## config.mk

```make
export PLATFORM = sky130hd
export DESIGN_NAME = bank_arbiter
export DESIGN_NICKNAME = d
export VERILOG_FILES = /design/src/rtl/bank_arbiter_pkg.sv /design/src/rtl/bank_arbiter_reg_bank.sv /design/src/rtl/bank_arbiter.sv
export SDC_FILE = /design/constraint.sdc
export NUM_CORES = 1
export LEC_CHECK = 0
export CORE_MARGIN = 3
export CORE_UTILIZATION = 35
export CTS_CLUSTER_DIAMETER = 100
export DETAILED_ROUTE_END_ITERATION = 10
export GPL_TIMING_DRIVEN = 0
export PLACE_DENSITY = 0.65
export SLEW_MARGIN = 20
export SYNTH_ARGS = -nofsm -noshare
export SYNTH_HDL_FRONTEND = slang
export SYNTH_SLANG_ARGS = --single-unit
```

## constraint.sdc

```tcl
create_clock -name clk -period 4.8 [get_ports clk]
set_input_delay 0.96 -clock clk [delete_from_list [all_inputs] [get_ports clk]]
set_output_delay 0.96 -clock clk [all_outputs]
set_load 0.02 [all_outputs]
```

## src/rtl/bank_arbiter_pkg.sv

```systemverilog
// Shared definitions for the two-requester bank arbiter: FSM state
// encoding, default geometry and a small sizing helper.
package bank_arbiter_pkg;

   // Arbiter ownership states; G0/G1 are one-hot so each grant maps to one bit
   typedef enum logic [1:0] {
      ST_IDLE = 2'b00,
      ST_G0   = 2'b01,
      ST_G1   = 2'b10
   } state_t;

   localparam int DEF_WIDTH    = 8;
   localparam int DEF_NREG     = 4;
   localparam int DEF_AW       = 2;
   localparam int DEF_MAX_HOLD = 4;

   // Bits needed for a counter that must be able to hold the value max_hold
   function automatic int hold_bits(input int max_hold);
      return (max_hold < 1) ? 1 : $clog2(max_hold + 1);
   endfunction

endpackage

```

## src/rtl/bank_arbiter_reg_bank.sv

```systemverilog
// NREG x WIDTH register bank built from individual flop cells, with a
// registered read port. Addresses at or above NREG match no cell, so writes
// there are dropped and reads there return zero.
module reg_bank
   import bank_arbiter_pkg::*;
#(
   parameter int WIDTH = DEF_WIDTH,
   parameter int NREG  = DEF_NREG,
   parameter int AW    = DEF_AW
) (
   input  logic             clk,
   input  logic             reset,
   input  logic             i_en,
   input  logic             i_we,
   input  logic [AW-1:0]    i_addr,
   input  logic [WIDTH-1:0] i_wdata,
   output logic [WIDTH-1:0] o_rdata,
   output logic             o_rvalid
);

   logic [WIDTH-1:0] w_cells [NREG];
   logic [WIDTH-1:0] w_rd_mux;
   logic             w_rd_en;
   logic [WIDTH-1:0] r_rdata;
   logic             r_rvalid;

   assign w_rd_en = i_en & ~i_we;

   genvar gi;
   generate
      for (gi = 0; gi < NREG; gi++) begin : g_cell
         logic [WIDTH-1:0] r_q;
         logic             w_sel;

         assign w_sel = i_en & i_we & (i_addr == AW'(gi));

         // Storage cell: loads only when it is the write target this edge
         always_ff @(posedge clk or negedge reset) begin
            if (!reset) begin
               r_q <= '0;
            end else if (w_sel) begin
               r_q <= i_wdata;
            end
         end

         assign w_cells[gi] = r_q;
      end
   endgenerate

   // Read select; an address with no matching cell leaves the mux at zero
   always_comb begin
      w_rd_mux = '0;
      for (int i = 0; i < NREG; i++) begin
         if (i_addr == AW'(i)) begin
            w_rd_mux = w_cells[i];
         end
      end
   end

   // Registered read port: rvalid pulses for exactly one cycle per read
   always_ff @(posedge clk or negedge reset) begin
      if (!reset) begin
         r_rdata  <= '0;
         r_rvalid <= 1'b0;
      end else begin
         r_rvalid <= w_rd_en;
         if (w_rd_en) begin
            r_rdata <= w_rd_mux;
         end
      end
   end

   assign o_rdata  = r_rdata;
   assign o_rvalid = r_rvalid;

endmodule

```

## src/rtl/bank_arbiter.sv

```systemverilog
// Round-robin arbiter for two requesters sharing one register bank. The
// owner's address/write-enable/data are muxed into the bank; a hold counter
// forces a hand-over after MAX_HOLD back-to-back accesses while the other
// side is waiting, so neither requester can starve the other.
module bank_arbiter
   import bank_arbiter_pkg::*;
#(
   parameter int WIDTH    = DEF_WIDTH,
   parameter int NREG     = DEF_NREG,
   parameter int AW       = DEF_AW,
   parameter int MAX_HOLD = DEF_MAX_HOLD
) (
   input  logic             clk,
   input  logic             reset,
   input  logic             req0,
   input  logic             we0,
   input  logic [AW-1:0]    addr0,
   input  logic [WIDTH-1:0] wdata0,
   input  logic             req1,
   input  logic             we1,
   input  logic [AW-1:0]    addr1,
   input  logic [WIDTH-1:0] wdata1,
   output logic             gnt0,
   output logic             gnt1,
   output logic [WIDTH-1:0] rdata,
   output logic             rvalid
);

   localparam int             HW       = hold_bits(MAX_HOLD);
   localparam logic [HW:0]    HOLD_LIM = (HW + 1)'(MAX_HOLD);

   state_t           r_state;
   logic             r_gnt0;
   logic             r_gnt1;
   logic [HW-1:0]    r_hold;
   logic             r_last;      // requester that most recently gave up the bank

   logic             w_acc0;
   logic             w_acc1;
   logic             w_acc;
   logic             w_we;
   logic [AW-1:0]    w_addr;
   logic [WIDTH-1:0] w_wdata;
   logic [HW:0]      w_hold_p1;
   logic [HW-1:0]    w_hold_sat;
   logic             w_limit;

   // An access happens only when the owner is still requesting
   assign w_acc0 = r_gnt0 & req0;
   assign w_acc1 = r_gnt1 & req1;
   assign w_acc  = w_acc0 | w_acc1;

   // Request mux into the bank; grants are exclusive so a 2:1 select suffices
   assign w_we    = w_acc0 ? we0    : we1;
   assign w_addr  = w_acc0 ? addr0  : addr1;
   assign w_wdata = w_acc0 ? wdata0 : wdata1;

   // Hold count including the access taking place at this edge
   assign w_hold_p1  = {1'b0, r_hold} + (HW + 1)'(1);
   assign w_limit    = (w_hold_p1 >= HOLD_LIM);
   assign w_hold_sat = w_limit ? HOLD_LIM[HW-1:0] : w_hold_p1[HW-1:0];

   // Ownership FSM with registered grants, hold counter and fairness bit
   always_ff @(posedge clk or negedge reset) begin
      if (!reset) begin
         r_state <= ST_IDLE;
         r_gnt0  <= 1'b0;
         r_gnt1  <= 1'b0;
         r_hold  <= '0;
         r_last  <= 1'b1;
      end else begin
         case (r_state)
            ST_IDLE: begin
               r_hold <= '0;
               // On a tie, the requester that was not served last wins
               if (req0 && (!req1 || r_last)) begin
                  r_state <= ST_G0;
                  r_gnt0  <= 1'b1;
                  r_gnt1  <= 1'b0;
               end else if (req1) begin
                  r_state <= ST_G1;
                  r_gnt0  <= 1'b0;
                  r_gnt1  <= 1'b1;
               end else begin
                  r_gnt0  <= 1'b0;
                  r_gnt1  <= 1'b0;
               end
            end

            ST_G0: begin
               if (!req0 || (req1 && w_limit)) begin
                  r_last <= 1'b0;
                  r_hold <= '0;
                  r_gnt0 <= 1'b0;
                  if (req1) begin
                     r_state <= ST_G1;
                     r_gnt1  <= 1'b1;
                  end else begin
                     r_state <= ST_IDLE;
                     r_gnt1  <= 1'b0;
                  end
               end else begin
                  r_hold <= w_hold_sat;
               end
            end

            ST_G1: begin
               if (!req1 || (req0 && w_limit)) begin
                  r_last <= 1'b1;
                  r_hold <= '0;
                  r_gnt1 <= 1'b0;
                  if (req0) begin
                     r_state <= ST_G0;
                     r_gnt0  <= 1'b1;
                  end else begin
                     r_state <= ST_IDLE;
                     r_gnt0  <= 1'b0;
                  end
               end else begin
                  r_hold <= w_hold_sat;
               end
            end

            default: begin
               r_state <= ST_IDLE;
               r_gnt0  <= 1'b0;
               r_gnt1  <= 1'b0;
               r_hold  <= '0;
            end
         endcase
      end
   end

   reg_bank #(
      .WIDTH (WIDTH),
      .NREG  (NREG),
      .AW    (AW)
   ) u_bank (
      .clk      (clk),
      .reset    (reset),
      .i_en     (w_acc),
      .i_we     (w_we),
      .i_addr   (w_addr),
      .i_wdata  (w_wdata),
      .o_rdata  (rdata),
      .o_rvalid (rvalid)
   );

   assign gnt0 = r_gnt0;
   assign gnt1 = r_gnt1;

endmodule

```

**Word-level counts from Yosys, hierarchy flattened**

Cells that the tools add are included.

- Bitwise gates (word level): 10
- Magnitude comparators: 1
- Mux-type cells: 30
- Equality and inequality tests: 8
- Add/sub/neg operators: 1
- Reductions and logical operators: 14

Operator list:

| cell | number |
|---|---|
| $mux 8 | 5 |
| $mux 2 | 6 |
| $mux 1 | 11 |
| $mux 3 | 3 |
| $and 1x1->1 | 8 |
| $eq 2x2->1 const B | 3 |
| $pmux 1 s3 | 2 |
| $pmux 2 s3 | 1 |
| $pmux 3 s2 | 1 |
| $reduce_and 3->1 | 2 |
| $add 3x1->4 const B | 1 |
| $eq 2x1->1 const B | 2 |
| $ge 4x3->1 const B | 1 |
| $logic_not 2->1 | 2 |
| $ne 2x2->1 const B | 2 |
| $logic_and 1x1->1 | 3 |
| $logic_or 1x1->1 | 3 |
| $ne 3x3->1 const B | 1 |
| $logic_not 1->1 | 2 |
| $pmux 1 s2 | 1 |
| $reduce_and 2->1 | 1 |
| $reduce_bool 2->1 | 1 |
| $not 1->1 | 1 |
| $or 1x1->1 | 1 |

- Word-level logic and storage cells: 75
- Register bits after elaboration: 49
- Output and inout port bits: 11

**Depth between registers and ports, before layout**

- Depth in word-level cells: 7
- Gate-level depth with buffers: 7
- Depth with buffers taken out: 6

**Modules after synthesis**

A second synthesis with hierarchy kept.

- Cells, all modules: 156
- Area total of the unflattened synthesis: 2404.8 um2

Modules (own cells, without submodules):

| module | area each (um2) | seq. area each (um2) | instances | cells each |
|---|---|---|---|---|
| reg_bank | 1774.2 | 1026.0 | 1 | 98 |
| bank_arbiter | 630.6 | 201.4 | 1 | 58 |

**Worst setup path before layout**

No wires, ideal clock.

- Path kind: input to register
- Start point: in addr0[0]
- End point: reg u_bank.g_cell[0].r_q[0]
- Stages on the path: 7
- Library setup time: 0.125 ns
- Data required time: 4.675 ns
- Slack: 2.252 ns
- Path buffers: 3
- Arrival: 2.423 ns
- Cells stage by stage: and3_1 buf_6 or2_1 buf_6 or3_1 buf_6 mux2_4

- Cells in the longest elaborated chain, start to end: 3

Ends and longest elaborated chain:

| element | line | text |
|---|---|---|
| start, declared | bank_arbiter.sv:17 | `input logic [AW-1:0] addr0,` |
| $mux 2 | bank_arbiter.sv:55 | `assign w_addr = w_acc0 ? addr0 : addr1;` |
| $logic_not 2->1 | bank_arbiter_reg_bank.sv:35 | `assign w_sel = i_en & i_we & (i_addr == AW'(gi));` |
| $and 1x1->1 | bank_arbiter_reg_bank.sv:35 |  |
| end signal, assigned | bank_arbiter_reg_bank.sv:42 | `r_q <= i_wdata;` |
| end, declared | bank_arbiter_reg_bank.sv:32 | `logic [WIDTH-1:0] r_q;` |

No other way between the ends.
A chain may end at the register's enable or synchronous reset.

**Final worst setup path**

- Start point: in req0
- End point: reg u_bank.g_cell[3].r_q[3]

- Cells in the longest elaborated chain, start to end: 4
- Elaborated cells on any way between the ends: 8
- Classes of those cells: eq/ne (1); mux (3); bitwise (4)

Ends and longest elaborated chain:

| element | line | text |
|---|---|---|
| start, declared | bank_arbiter.sv:15 | `input logic req0,` |
| $and 1x1->1 (*) | bank_arbiter.sv:49 | `assign w_acc0 = r_gnt0 & req0;` |
| $mux 2, or another cell as far along | bank_arbiter.sv:55 |  |
| $eq 2x2->1 / $and 1x1->1 (equally long branches) | bank_arbiter_reg_bank.sv:35 |  |
| $and 1x1->1 | bank_arbiter_reg_bank.sv:35 |  |
| end signal, assigned | bank_arbiter_reg_bank.sv:42 |  |
| end, declared | bank_arbiter_reg_bank.sv:32 |  |

Mark *: on every way between the ends. The rest lies on a longest branch, timed or not.

==> results.md <==
- Startpoint Class: input port
- Filler cell count: 643
- PostCTS Resize Cnt: 0
- Final wirelength: 5.52 mm
- Setup TNS: 0 ps
- DIE AREA: 0.00813 mm²
- DIE HEIGHT: 90.2 µm
- ANT cells: 0
- Worst Hold Path Cells: 1
- Initial core utilization: 36.3%
- Vias/cell: 5.15
- Vias post-DR: 1735
- Final cell count without fillers: 337
- Post-Synthesis Cell Area: 0.00248 mm²
- PnR worst setup slack: 1510 ps
- Final worst-path cycle share: 68.6%
- Pwr/cell area: 516 mW/mm²
- Largest fanout on the critical path: 10
- Ys flop type: dfrtp_1
- Port Buf Inserts: 36
- Outcome: completed
- CTS clk-pin slew, worst paths: 90 ps
- Post-CTS Hold Buffers: 0
- WL/cell: 16.4 µm
- Setup violators final: 0
- Placed cells: 329
- Crit Reg-Reg Endpoint: u_bank.g_cell[3].r_q[3]$_DFFE_PN0P_
- Number of global-route vias before repair: 1797
- H-Tree Depth: 2
- DP Worst Slack: 1150 ps
- FFs w/ async S/R, synth: 100%
- Pleak: 1.29 nW
- Core area: 0.00683 mm²
- Total CTS buffers: 5
- Syn Area/Cell: 12.6 µm²
- Largest net degree at the start of global routing: 32
- Worst-Margin Slew: 950 ps
- Post-synthesis cell count: 196
- Hold WC Path Type: reg2reg
- Initial antenna violation count: 0
- Worst setup EP type: flip-flop
- Count of warnings emitted by yosys: 0
- Global route overflow: 0
- Post-synth EDFFs: 0
- Clock buffer depth: 2
- FMAX: 0.304 GHz
- Sink Count: 49
- I/O pin cnt: 37
- Hold path endpoint: r_hold[0]$_DFF_PN0_
- Post-synth cell types: 41
- Peak supply drop: 220 µV
- Number of cell rows: 30
- RSZ-0062 raised after global routing: no
- Routability cong.: 0.809
- Max-Cap Viols: 0
- Post-DRT Antenna Nets: 0
- Top-count cell post-synth: dfrtp_1
- CP required: 4990 ps
- Syn_nets: 227
- Setup slack, reg-to-reg: 2150 ps
- Seq/Total Area, Yosys: 49.5%
- CTS tree: done
- Global Route Usage Sum: 14.2%
- Final hold violations: 0
- Yosys reg bits: 49
- Post-layout net count: 271
- Reg-to-reg startpoint: gnt0$_DFFE_PN0P_
- Design Area, Final: 0.00306 mm²
- Clock latency on the worst-skew pair: 310 ps
- CTS root buffer: clkbuf_8
- Max Slew Vio Count: 0
- Slew headroom: 36.4%
- Crit path time final: 3290 ps
- Hold Worst Slack: 459 ps
- Critical path class: in2reg
- HPWL after DPL: 3.74 mm
- Ranking of synthesized cells by area: dfrtp_1 48%, mux2_2 17%, mux2_4 4.8%, nor3b_1 3.0%, ha_1 2.5%
- Hold path start: r_hold[2]$_DFF_PN0_
- # DRC: 0
- Dpl cell area: 0.00297 mm²
- First DRT Iteration DRCs: 65
- Top-area cell type share of the netlist area: 48.5%
- Postcts setup bufs: 0
- WP data arrival: 3490 ps
- Worst Reg-to-Reg Cells: 5
- Die Wd: 90.2 µm
- Drt pass-1 iters: 4
- Post-synth top cells: 48 x dfrtp_1, 37 x mux2_2, 10 x nand2_1, 10 x nor3b_1
- Area delta synth->final: 23.5%
- First-pass GRT wire length: 9.18 mm
- Share of layout cells above drive strength 1: 27.4%
- Worst Skew: 10.5 ps
- Post-synth top area cell: dfrtp_1
==> how the worst max path moves through the flow <==
stage / end / startpoint / depth (start not counted)
finish: u_bank.g_cell[3].r_q[3]$_DFFE_PN0P_ / req0 / 6
detailed placement: u_bank.g_cell[3].r_q[7]$_DFFE_PN0P_ / req0 / 6
global route: u_bank.g_cell[3].r_q[3]$_DFFE_PN0P_ / req0 / 6
floorplan: u_bank.g_cell[0].r_q[0]$_DFFE_PN0P_ / addr0[0] / 7
CTS: u_bank.g_cell[3].r_q[3]$_DFFE_PN0P_ / req0 / 6
global placement: u_bank.g_cell[3].r_q[0]$_DFFE_PN0P_ / req0 / 6
==> layout make-up <==
class / count / area (µm²) / area share (%)
flip-flops and latches: 49 / 1230 / 40.1
multi-input cells: 134 / 1180 / 38.5
repair buffers: 37 / 375 / 12.3
well taps: 96 / 120 / 3.92
clock buffers: 6 / 72.6 / 2.37
plain buffers: 7 / 50.0 / 1.63
inverters: 6 / 22.5 / 0.736
clock inverters: 2 / 15.0 / 0.490
==> critical path, cell delays in order <==
cell and delay, ps:
clkdlybuf4s50_1 480, nand2_1 170, buf_2 320, a31oi_2 320, nor2_1 820, mux2_2 410
==> kinds of logic after synthesis <==
logic type / synth area share [%]
flip-flops: 49.5
AO/OA/AOI/OAI: 13.0
multiplexers: 22.1
adder cells (fa/ha/maj): 2.52
buffers and inverters: 2.93
AND/OR/NAND/NOR: 10.0
==> report_power, final <==
part           switching (mW)  internal [mW]
registers               0.105          0.600
clock network           0.145          0.103
logic                   0.276          0.350
==> cells in the final DEF, fill, tap and decap left out, drive strengths merged, types with 2 or more instances in the layout <==
cell type	n
clkinvlp	2
o211ai	2
nand2	10
o31ai	8
o22ai	8
nor2	2
a31oi	2
clkdlybuf4s50	35
a21boi	2
dfrtp	48
nand2b	3
o21ai	3
and3	2
mux2	45
a211oi	8
ha	5
inv	6
and4b	2
buf	7
nor3b	11
nor2b	2
clkbuf	8
a21oi	5
or2	2
==> sequential cells by signal, indices dropped and copies added (netlist names) <==
| signal | flops |
|---|---|
| r_hold | 3 |
| u_bank.o_rvalid | 1 |
| u_bank.o_rdata | 8 |
| r_state | 2 |
| gnt1 | 1 |
| u_bank.g_cell.r_q | 32 |
| gnt0 | 1 |
| r_last | 1 |
==> per-layer routing <==
metal  track usage [%]  share of wire (%)
met2              21.8                 44
met1              19.9                 48
met3              3.51                6.3
met5                 0                  0
met4              4.08                1.1
==> stage by stage <==
stage          power (mW)  util [%]
6_report             1.58      44.8
3_3_place_gp         1.32      43.3
4_1_cts              1.59      44.8
2_1_floorplan        1.13         -
3_5_place_dp         1.34      43.5
5_1_grt              1.69      44.8
Power figures use the tool's default switching activity.
